--- config.mk ---
export PLATFORM = sky130hd
export DESIGN_NAME = sound_ctrl
export DESIGN_NICKNAME = d
export VERILOG_FILES = /design/src/rtl/sound_pkg.sv /design/src/rtl/sound_env.sv /design/src/rtl/sound_ctrl.sv
export SDC_FILE = /design/constraint.sdc
export NUM_CORES = 1
export LEC_CHECK = 0
export CAP_MARGIN = 25
export CORE_MARGIN = 2
export CORE_UTILIZATION = 45
export CTS_CLUSTER_DIAMETER = 150
export DETAILED_ROUTE_END_ITERATION = 7
export MAX_ROUTING_LAYER = met4
export PLACE_DENSITY_LB_ADDON = 0.08
export SLEW_MARGIN = 20
export SYNTH_ARGS = -nofsm -noshare
export SYNTH_HDL_FRONTEND = slang
export SYNTH_SLANG_ARGS = --single-unit
--- constraint.sdc ---
create_clock -name clk -period 2.8 [get_ports clk]
set_clock_uncertainty 0.15 [all_clocks]
set_input_delay 0.28 -clock clk [delete_from_list [all_inputs] [get_ports clk]]
set_output_delay 0.28 -clock clk [all_outputs]
set_load 0.02 [all_outputs]
--- src/rtl/sound_pkg.sv ---
// Shared constants and types for the sound controller.
// Register map, reset values and the write bundle.
package sound_pkg;

  localparam int NUM_CH = 4;

  localparam logic [2:0] REG_PER_HI = 3'd0;
  localparam logic [2:0] REG_PER_LO = 3'd1;
  localparam logic [2:0] REG_VOL    = 3'd2;
  localparam logic [2:0] REG_WIDTH  = 3'd3;
  localparam logic [2:0] REG_RATE   = 3'd4;

  localparam logic [15:0] PERIOD_RST = 16'h377D;
  localparam logic [4:0]  VOLUME_RST = 5'd0;
  localparam logic [2:0]  WIDTH_RST  = 3'd3;

  typedef struct packed {
    logic [1:0] ch;
    logic [2:0] idx;
    logic [7:0] data;
  } wr_req_t;

endpackage

--- src/rtl/sound_env.sv ---
// Per-channel volume envelope.
// Holds decay rate, tick counter and current volume.
module sound_env
  import sound_pkg::*;
(
  input  logic       clk,
  input  logic       rst_n,
  input  logic       tick,
  input  logic       vol_we,
  input  logic [4:0] vol_data,
  input  logic       rate_we,
  input  logic [3:0] rate_data,
  output logic [4:0] volume
);

  logic [3:0] rate;
  logic [3:0] cnt;
  logic       run;
  logic       step;

  assign run  = tick && (rate != 4'd0);
  assign step = run && ((cnt + 4'd1) == rate);

  // Any register write pre-empts the envelope for this cycle.
  always_ff @(posedge clk or negedge rst_n) begin
    if (!rst_n) begin
      rate   <= 4'd0;
      cnt    <= 4'd0;
      volume <= VOLUME_RST;
    end else begin
      if (rate_we)
        rate <= rate_data;

      if (vol_we || rate_we)
        cnt <= 4'd0;
      else if (run)
        cnt <= step ? 4'd0 : cnt + 4'd1;

      if (vol_we)
        volume <= vol_data;
      else if (step && !rate_we && volume != 5'd0)
        volume <= volume - 5'd1;
    end
  end

endmodule

--- src/rtl/sound_ctrl.sv ---
// Sound channel register block with two round-robin
// write requesters (CPU and front panel).
module sound_ctrl
  import sound_pkg::*;
#(
  parameter int NUM_CH = sound_pkg::NUM_CH
) (
  input  logic                 clk,
  input  logic                 rst_n,
  input  logic                 cpu_valid,
  output logic                 cpu_ready,
  input  logic [4:0]           cpu_addr,
  input  logic [7:0]           cpu_data,
  input  logic                 pnl_valid,
  output logic                 pnl_ready,
  input  logic [4:0]           pnl_addr,
  input  logic [7:0]           pnl_data,
  input  logic                 tick,
  output logic [NUM_CH*16-1:0] period,
  output logic [NUM_CH*5-1:0]  volume,
  output logic [NUM_CH*3-1:0]  width
);

  logic    last_pnl;
  logic    grant_cpu;
  logic    grant_pnl;
  logic    wr_en;
  wr_req_t wr;

  // Contention goes to whoever was not served last.
  assign grant_cpu = rst_n && cpu_valid &&
                     (!pnl_valid || last_pnl);
  assign grant_pnl = rst_n && pnl_valid &&
                     (!cpu_valid || !last_pnl);

  assign cpu_ready = grant_cpu;
  assign pnl_ready = grant_pnl;
  assign wr_en     = grant_cpu || grant_pnl;

  assign wr = grant_pnl ? wr_req_t'({pnl_addr, pnl_data})
                        : wr_req_t'({cpu_addr, cpu_data});

  always_ff @(posedge clk or negedge rst_n) begin
    if (!rst_n)
      last_pnl <= 1'b1;
    else if (wr_en)
      last_pnl <= grant_pnl;
  end

  for (genvar g = 0; g < NUM_CH; g++) begin : gen_ch
    localparam logic [1:0] CH = 2'(g);

    logic        hit;
    logic [15:0] per_q;
    logic [2:0]  wid_q;

    assign hit = wr_en && (wr.ch == CH);

    always_ff @(posedge clk or negedge rst_n) begin
      if (!rst_n) begin
        per_q <= PERIOD_RST;
        wid_q <= WIDTH_RST;
      end else if (hit) begin
        if (wr.idx == REG_PER_HI)
          per_q[15:8] <= wr.data;
        if (wr.idx == REG_PER_LO)
          per_q[7:0] <= wr.data;
        if (wr.idx == REG_WIDTH)
          wid_q <= wr.data[2:0];
      end
    end

    sound_env u_env (
      .clk       (clk),
      .rst_n     (rst_n),
      .tick      (tick),
      .vol_we    (hit && (wr.idx == REG_VOL)),
      .vol_data  (wr.data[4:0]),
      .rate_we   (hit && (wr.idx == REG_RATE)),
      .rate_data (wr.data[3:0]),
      .volume    (volume[5*g +: 5])
    );

    assign period[16*g +: 16] = per_q;
    assign width[3*g +: 3]    = wid_q;
  end

endmodule

Word level (Yosys, flattened, before mapping)
Index checks and enable logic that the tools add are counted.
{ "word_totals": {"out_inout_bits": 98, "regBits": 129} }
{ "classes": {"eq_ne": 11, "muxes": 21, "n_addsub": 8, "reduce_logical": 76} }
{ "ops": {"columns": ["op", "n"], "rows": [
  ["two-way mux 4 bit", 12],
  ["two-way mux 5 bit", 8],
  ["logical AND 1 bit", 32],
  ["AND reduction 2 bit", 12],
  ["nonzero test 5 bit", 4],
  ["subtractor 5 x 1 -> 5 bit (second input constant)", 4],
  ["adder 4 x 1 -> 4 bit (second input constant)", 4],
  ["== test 4 bit", 4],
  ["nonzero test 2 bit", 8],
  ["nonzero test 4 bit", 4],
  ["two-way mux 13 bit", 1],
  ["logical NOT 1 bit", 7],
  ["logical OR 1 bit", 7],
  ["== test 3 x 2 -> 1 bit (second input constant)", 2],
  ["== test 2 bit (second input constant)", 2],
  ["== test 3 x 1 -> 1 bit (second input constant)", 1],
  ["== test 3 bit (second input constant)", 1],
  ["logical NOT 3 bit", 1],
  ["== test 2 x 1 -> 1 bit (second input constant)", 1],
  ["logical NOT 2 bit", 1]
]} }

Longest topological paths before layout
Gate-level depths: netlist of the first run.
{ "logic_depth": {"word_depth": 12, "depth_mapped": 9, "mapped_depth_nobuf": 7} }

Cells and area by module
From an unflattened synthesis of the first run, not the netlist that was laid out.
{ "unflattened": {"cells_unflattened": 506, "hier_area_um2": 6490.0} }
{ "by_module_without_submodules": {"columns": ["module", "area_per_inst_um2", "n_inst", "cells_each"], "rows": [
  ["sound_ctrl", 3382.0, 1, 222],
  ["sound_env", 777.0, 4, 71]
]} }

Worst setup path after synthesis of the first run
OpenSTA, ideal clock, no wires.
{ "synth_timing": {"kind": "reg-to-reg", "start": "reg gen_ch[3].u_env.cnt[0]", "end": "reg gen_ch[3].u_env.volume[4]", "n_path_buf": 0, "required_time_ns": 2.568, "stages_incl_launch_ff": 8, "t_arrival_ns": 2.266, "setup_slack_ns": 0.302, "cell_sequence": "dfrtp_1 ha_1 xor2_1 or3_1 nor4_4 o31ai_4 or3_1 a31oi_1"} }
{ "synth_via": {"elab_chain_cells": 6} }
{ "synth_lines": {"columns": ["element", "line", "rtl"], "rows": [
  ["start, declared", "sound_env.sv:17", "logic [3:0] cnt;"],
  ["start signal, assigned", "sound_env.sv:37", "cnt <= step ? 4'd0 : cnt + 4'd1;"],
  ["adder 4 x 1 -> 4 bit", "sound_env.sv:22", "assign step = run && ((cnt + 4'd1) == rate);"],
  ["== test 4 bit", "sound_env.sv:22", null],
  ["logical AND 1 bit", "sound_env.sv:22", null],
  ["logical AND 1 bit (2 in a row)", "sound_env.sv:41", "else if (step && !rate_we && volume != 5'd0)"],
  ["nonzero test 2 bit (no line)", null, null],
  ["end signal, assigned", "sound_env.sv:40", "volume <= vol_data;"],
  ["end signal, assigned", "sound_env.sv:42", "volume <= volume - 5'd1;"],
  ["end, declared", "sound_env.sv:13", "output logic [4:0] volume"]
]} }
Every way passes these cells.
A chain may end at the register's enable or synchronous reset.

Worst setup path after layout of the first run
Same ends and word-level chain as after synthesis.

==> flow_summary.ini, run 1 <==
[run_status]
outcome = finished clean

[floorplan]
die_y_um = 124
dieArea_um2 = 15300
start_util_pct = 46.1
die_x_um = 124
io_pins = 129
rows = 43
core_um2 = 13900

[synth]
synth.largest_area_cell = dfrtp_1
synthCells = 549
synthTopCellsByArea = dfrtp_1 (30%), dfstp_2 (22%), mux2_2 (16%), xnor2_1 (2.7%), ha_1 (2.3%)
syn_area_per_cell_um2 = 11.7
yosysTopAreaCellShare_pct = 29.6
synth-simple-area-share_pct = 14.1
synth_top_family_by_area = multiplexers
muxShareOfSynthArea_pct = 17.2
yosysWarningCount = 0
synth-xor-area-share_pct = 3.95
synthAdderAreaFrac_pct = 2.34
synthDistinctLibCells = 45
syn_area_um2 = 6430
ys_seq_elements = 129
synth_fp_nets = 592
ys_seq_area_share_pct = 51.2
synth_compound_area_share_pct = 9.85

[placement]
place_hpwl_um = 12100
place.detailed.instances = 889
gp_congestion = 0.935
dpl_worst_slack_ns = -0.0147
io_buffers = 128

[route]
avgRoutedWirePerCell_um = 18.5
postRouteAntennaNets = 0
via_per_inst = 5.50
drt_iter0_drc = 205
drcViolationCount = 0
drt-pass1-iter-count = 5
wirelength_um = 17100
vias = 5073

[finish]
num-fill-cells = 1108
final_cell_count_no_fill = 922
drive_gt1_share_pct = 31.7
area_delta_synth_final_pct = 37.3
nNetsFinal = 772
num_antenna_cells = 0

[clock_network]
cts_tree = done
ctsResizeCount = 0
htree_levels = 4
clkSinkCount = 129
clock_path_buffers = 2
numCtsBuffers = 17
path_clk_slew_ns = 0.06
clk_latency_ns = 0.42
clock-root-buffer = clkbuf_16

[setup_path]
crit_slowest_cell = dfrtp_1
endpoint_kind = register
cp_common_cell = or3_1
r2r_slack_ns = 0.16
crit_arrival_ns = 2.82
worstPathCellList = ha_1, xor2_1, or3_1, nor4_4, o31ai_4, or3_1, a31oi_1
crit_required_ns = 2.98
critPathKind = reg2reg
endpoint = gen_ch[3].u_env.volume[4]
startpoint = gen_ch[3].u_env.cnt[0]
critPathMaxStageDelay_ns = 0.44
cp-start-kind = register
reg2reg_to = gen_ch[3].u_env.volume[4]
rr_worst_depth = 7
r2r-start = gen_ch[3].u_env.cnt[0]
crit_fanout = 6

[timing]
max_slew_margin_pct = 63.1
max_freq_mhz = 378
setup_viol = 0
rsz0062_at_grt = false
setup_slack_ns = 0.157
tightest_slew_ns = 0.548
fin_crit_ns = 2.64
hold_violations = 0
maxSlewViolCount = 0
post-route-period-util_pct = 94.4

[pwr]
max-vdd-ir-drop_mv = 0.494
p_sw_share_pct = 34.2
p_sw_mw = 2.90
combinationalPowerShare_pct = 38.6
p_leak_nw = 3.66
power_density_nw_per_um2 = 963
p_seq_share_pct = 36.2
internal-power_mw = 5.59
pwr-share-clk_pct = 25.1

[grt]
grt_pass1_wl_um = 27100
gr-usage-all-layers_pct = 24.3
grt_overflow = 0
grt_pass1_vias = 5353
antenna_found_initial = 0
grt_max_degree = 43

[job]
max_cap_violations = 0

[min_path]
hold_class = in2async
==> cell usage after synthesis <==
cell      instances
nand2_1          32
o31ai_1           3
nor2_2            2
nand2_2           4
ha_1             12
and2_1            5
a31oi_1           9
a21boi_1          3
nor3b_1           4
a21boi_0          1
nor4_4            1
nor4_2            3
nor3b_4           1
a21bo_2           1
nand2b_1          7
mux2_2           90
a32oi_1           2
mux2i_1           8
mux2i_2           1
buf_2             2
nand3b_1          7
dfstp_2          53
a21boi_4          1
nand3_1          17
nor3_1            6
a21oi_1          23
clkbuf_1         10
o21ai_0          30
dfrtp_1          76
o31ai_4           1
o221ai_1          7
a32o_1            2
inv_1            10
o41ai_2           4
nor4b_1           4
nor2b_1          11
nand4b_1          1
xor2_1            9
or3_1            20
o211ai_1          5
nor2_1           37
and3_1            2
or4_1             1
xnor2_1          20
a22oi_1           1
==> what timing repair did <==
item,CTS,global route
endpoints found under the hold margin,70,0
setup buffers,0,0
endpoints found under the setup margin,0,1
hold buffers,1,0
==> state kept, by name, summed over array words and instances (netlist names) <==
name                 cells
gen_ch.per_q            64
gen_ch.u_env.cnt        16
gen_ch.u_env.rate       16
gen_ch.u_env.volume     20
gen_ch.wid_q            12
last_pnl                 1
==> area by class of cell <==
class	count	area (um^2)	share of cell area, %
clock buffer	24	493	5.59
clock inverter	8	76.3	0.865
inverter	10	37.5	0.425
multi-input combinational	398	3050	34.6
sequential	129	3290	37.3
tap	180	225	2.55
timing repair buffer	173	1650	18.7
==> cell usage in the layout, fill, tap and decap left out, types with 10 or more instances in the layout <==
master and n:
inv_1 10, a21oi_1 23, mux2_2 90, buf_4 42
nand3_1 17, o21ai_0 30, xnor2_1 20, ha_1 12
clkdlybuf4s50_1 127, clkbuf_16 18, nor2_1 37, nand2_1 32
nor2b_1 11, or3_1 20, dfrtp_1 76, dfstp_2 53
==> worst min path at each step <==
stage / from / to / depth (start not counted) / slack, ns
after floorplan: rst_n / gen_ch[0].per_q[11] / 0 / -0.17
after global placement: rst_n / gen_ch[3].u_env.cnt[3] / 1 / -0.06
after detailed placement: rst_n / gen_ch[3].u_env.cnt[3] / 1 / -0.06
after CTS: rst_n / gen_ch[3].u_env.cnt[3] / 2 / 0.07
after global routing: rst_n / gen_ch[3].u_env.cnt[3] / 2 / 0.07
final: rst_n / gen_ch[3].u_env.cnt[3] / 2 / 0.08
==> critical path: cells and delay by family, from the launching register on <==
kind,cells,cell delay (ns)
flip-flops,1,0.44
AND/OR/NAND/NOR,3,1.13
XOR/XNOR,1,0.16
adder cells (fa/ha/maj),1,0.34
AO/OA/AOI/OAI,2,0.34
==> cells by family after synthesis <==
family | Yosys count
simple gates | 165
flops | 129
mux | 99
compound gates | 93
xor+xnor | 29
buf+inv | 22
fa+ha+maj | 12
==> power groups by stage <==
| stage | sequential, mW | clock, mW | combinational (mW) |
|---|---|---|---|
| after CTS | 3.08 | 2.17 | 3.31 |
| after floorplan | 3.57 | 0 | 1.35 |
| final | 3.08 | 2.13 | 3.28 |
| after detailed placement | 3.10 | 0 | 3.28 |
| after global routing | 3.17 | 2.25 | 3.56 |
| after global placement | 3.08 | 0 | 3.23 |
==> metrics by stage <==
stage,hold WS (ns),setup TNS [ns],cell area [um^2],utilization (%),total power [mW]
detailed placement,-0.0632,-0.0168,8240,59.2,6.38
floorplan,-0.166,0,6430,-,4.92
global route,0.0721,0,8820,63.3,8.98
global placement,-0.0628,0,8240,59.2,6.31
finish,0.0753,0,8820,63.3,8.50
CTS,0.0695,0,8820,63.3,8.56
==> per-layer routing <==
| layer | up-vias | GRT usage, % | wire (um) |
|---|---|---|---|
| met2 | 155 | 39.7 | 8610 |
| li1 | 2350 | - | - |
| met3 | 25 | 7.98 | 1140 |
| met4 | 0 | 9.38 | 321 |
| met1 | 2543 | 27.7 | 6990 |
| met5 | - | - | 0 |
(Power assumes the default switching activity.)
==> run 2, diff against run 1 <==
==> constraint.sdc (replaced) <==
create_clock -name clk -period 2.3 [get_ports clk]
set_clock_uncertainty 0.15 [all_clocks]
set_input_delay 0.23 -clock clk [delete_from_list [all_inputs] [get_ports clk]]
set_output_delay 0.23 -clock clk [all_outputs]
set_load 0.02 [all_outputs]
==> run 2 against run 1 <==
Critical path type unchanged. Non-clock buffer count grew 36. Sequential cell count stayed put. Largest power group unchanged. The flow now finishes with violations (setup timing). Cell count up 3.9%. Highest routed layer unchanged. Sequential power grew 23%.
==> flow_summary.ini, run 2 (synthesized netlist as in run 1, its figures left out) <==
[floorplan]
die_y_um = 124
rows = 43
start_util_pct = 46.1
core_um2 = 13900
dieArea_um2 = 15300
die_x_um = 124
io_pins = 129

[grt]
use_met1_pct = 28.2
met2_usage_pct = 41.3
grt_max_degree = 63
gr-usage-all-layers_pct = 24.6
grt_overflow = 0
antenna_found_initial = 0
grt_pass1_vias = 5497
grt_pass1_wl_um = 27600
top_usage_layer = met2
grt_util_met3_pct = 7.52

[placement]
place_hpwl_um = 12600
io_buffers = 128
dpl_worst_slack_ns = -0.409
gp_congestion = 0.931
placed_area_um2 = 8500
place.detailed.instances = 915

[setup_path]
crit_buf_inv = 1
endpoint_kind = register
crit_slowest_cell = dfrtp_1
crit_fanout = 3
crit_required_ns = 2.45
critPathKind = reg2reg
crit_cells = 8
worstPathCellList = ha_4, xor2_1, or3_4, nor4_4, buf_4, a21boi_4, xnor2_2, a21oi_2
critPathMaxStageDelay_ns = 0.41
crit_arrival_ns = 2.53
crit_family = simple AND/OR/NAND/NOR gates
cp-start-kind = register
rr_worst_depth = 8

[route]
postRouteAntennaNets = 0
via_per_inst = 5.44
drt-pass1-iter-count = 5
avgRoutedWirePerCell_um = 18.3
drt_iter0_drc = 255
vias = 5207
wirelength_um = 17600
drcViolationCount = 0

[finish]
regMostFlops = gen_ch.per_q
num-fill-cells = 1059
layout_commonest_cell = clkdlybuf4s50_1
fin_area_um2 = 9390
seqCellArea_um2 = 3290
multi_input_area_um2 = 3310
largest_reg_flops = 64
area_delta_synth_final_pct = 46.0
drive_gt1_share_pct = 38.9
nNetsFinal = 808
top_regs = gen_ch.per_q x64, gen_ch.u_env.volume x20
num_antenna_cells = 0
final_cell_count_no_fill = 958
final_cell_mix = clkdlybuf4s50_1 (125), mux2_2 (89), dfrtp_1 (76)

[clock_network]
numCtsBuffers = 17
htree_levels = 4
clkSinkCount = 129
clock_path_buffers = 2
clock-root-buffer = clkbuf_16
cts_tree = done
clk_latency_ns = 0.42
path_clk_slew_ns = 0.06

[pwr]
p_leak_nw = 3.94
total_power_mw = 10.7
combinationalPowerShare_pct = 40.8
power_density_nw_per_um2 = 1140
internal-power_mw = 6.96
max-vdd-ir-drop_mv = 0.661
p_seq_share_pct = 35.3
p_sw_share_pct = 35.1
pwr-share-clk_pct = 23.9
p_sw_mw = 3.76

[timing]
max_freq_mhz = 422
whs_ns = 0.0754
tightest_slew_ns = 0.812
rsz0062_at_grt = true
fin_crit_ns = 2.37
max_slew_margin_pct = 45.9
post-route-period-util_pct = 103
setup_slack_ns = -0.0702
hold_violations = 0
setup_viol = 6
maxSlewViolCount = 0

[job]
max_cap_violations = 0

[min_path]
hold_class = in2async

[run_status]
outcome = finished, violations left
violations = setup timing
## run 2: repair_timing
| item | in CTS | in global routing |
|---|---|---|
| pin swaps | 22 | 13 |
| endpoints found under the setup margin | 47 | 96 |
| endpoints found under the hold margin | 30 | 2 |
| gates cloned | 0 | 0 |
| buffers inserted | 7 | 3 |
| hold buffers | 1 | 1 |
| resized for setup | 26 | 27 |
## run 2: routing by layer
layer  routed length (um)  vias up
met4                  228        0
li1                     -     2420
met2                 9050      146
met3                 1040       25
met5                    0        -
met1                 7240     2616
## run 2: worst min-delay path, stage by stage
cell and delay [ns]:
buf_6 0.10, dlymetal6s4s_1 0.27, buf_6 0.17, buf_6 0.22
## run 2: power by group through the flow
stage	registers (mW)	logic [mW]	clock network, mW
after floorplan	4.35	1.70	0
after global placement	3.72	4.09	0
after detailed placement	3.76	4.19	0
after CTS	3.76	4.33	2.60
after global routing	3.88	4.72	2.71
final	3.78	4.37	2.56
## run 2: cell type report
| class | instances | area share [%] |
|---|---|---|
| inverter | 10 | 0.400 |
| multi-input combinational | 398 | 35.3 |
| clock buffer | 20 | 4.88 |
| clock inverter | 12 | 1.15 |
| sequential | 129 | 35.1 |
| timing repair buffer | 209 | 20.8 |
| tap | 180 | 2.40 |
## run 2: per-stage QoR
step	util [%]	TNS, ns
finish	67.4	-0.198
detailed placement	61.0	-28.07
global route	67.4	-1.07
floorplan	-	-0.0163
CTS	66.3	-0.655
global placement	61.0	-23.83
## run 2: path summary, 6_finish.rpt
path / start / endpoint / slack [ns]
setup / recovery: gen_ch[1].u_env.cnt[0] / gen_ch[1].u_env.volume[0] / -0.07
hold / removal: rst_n / gen_ch[0].wid_q[2] / 0.08
setup reg to reg: gen_ch[1].u_env.cnt[0] / gen_ch[1].u_env.volume[0] / -0.07
hold reg to reg: gen_ch[1].per_q[1] / gen_ch[1].per_q[1] / 0.35
max in group asynchronous: rst_n / gen_ch[2].u_env.cnt[0] / 0.66
min in group clk: gen_ch[1].per_q[1] / gen_ch[1].per_q[1] / 0.35
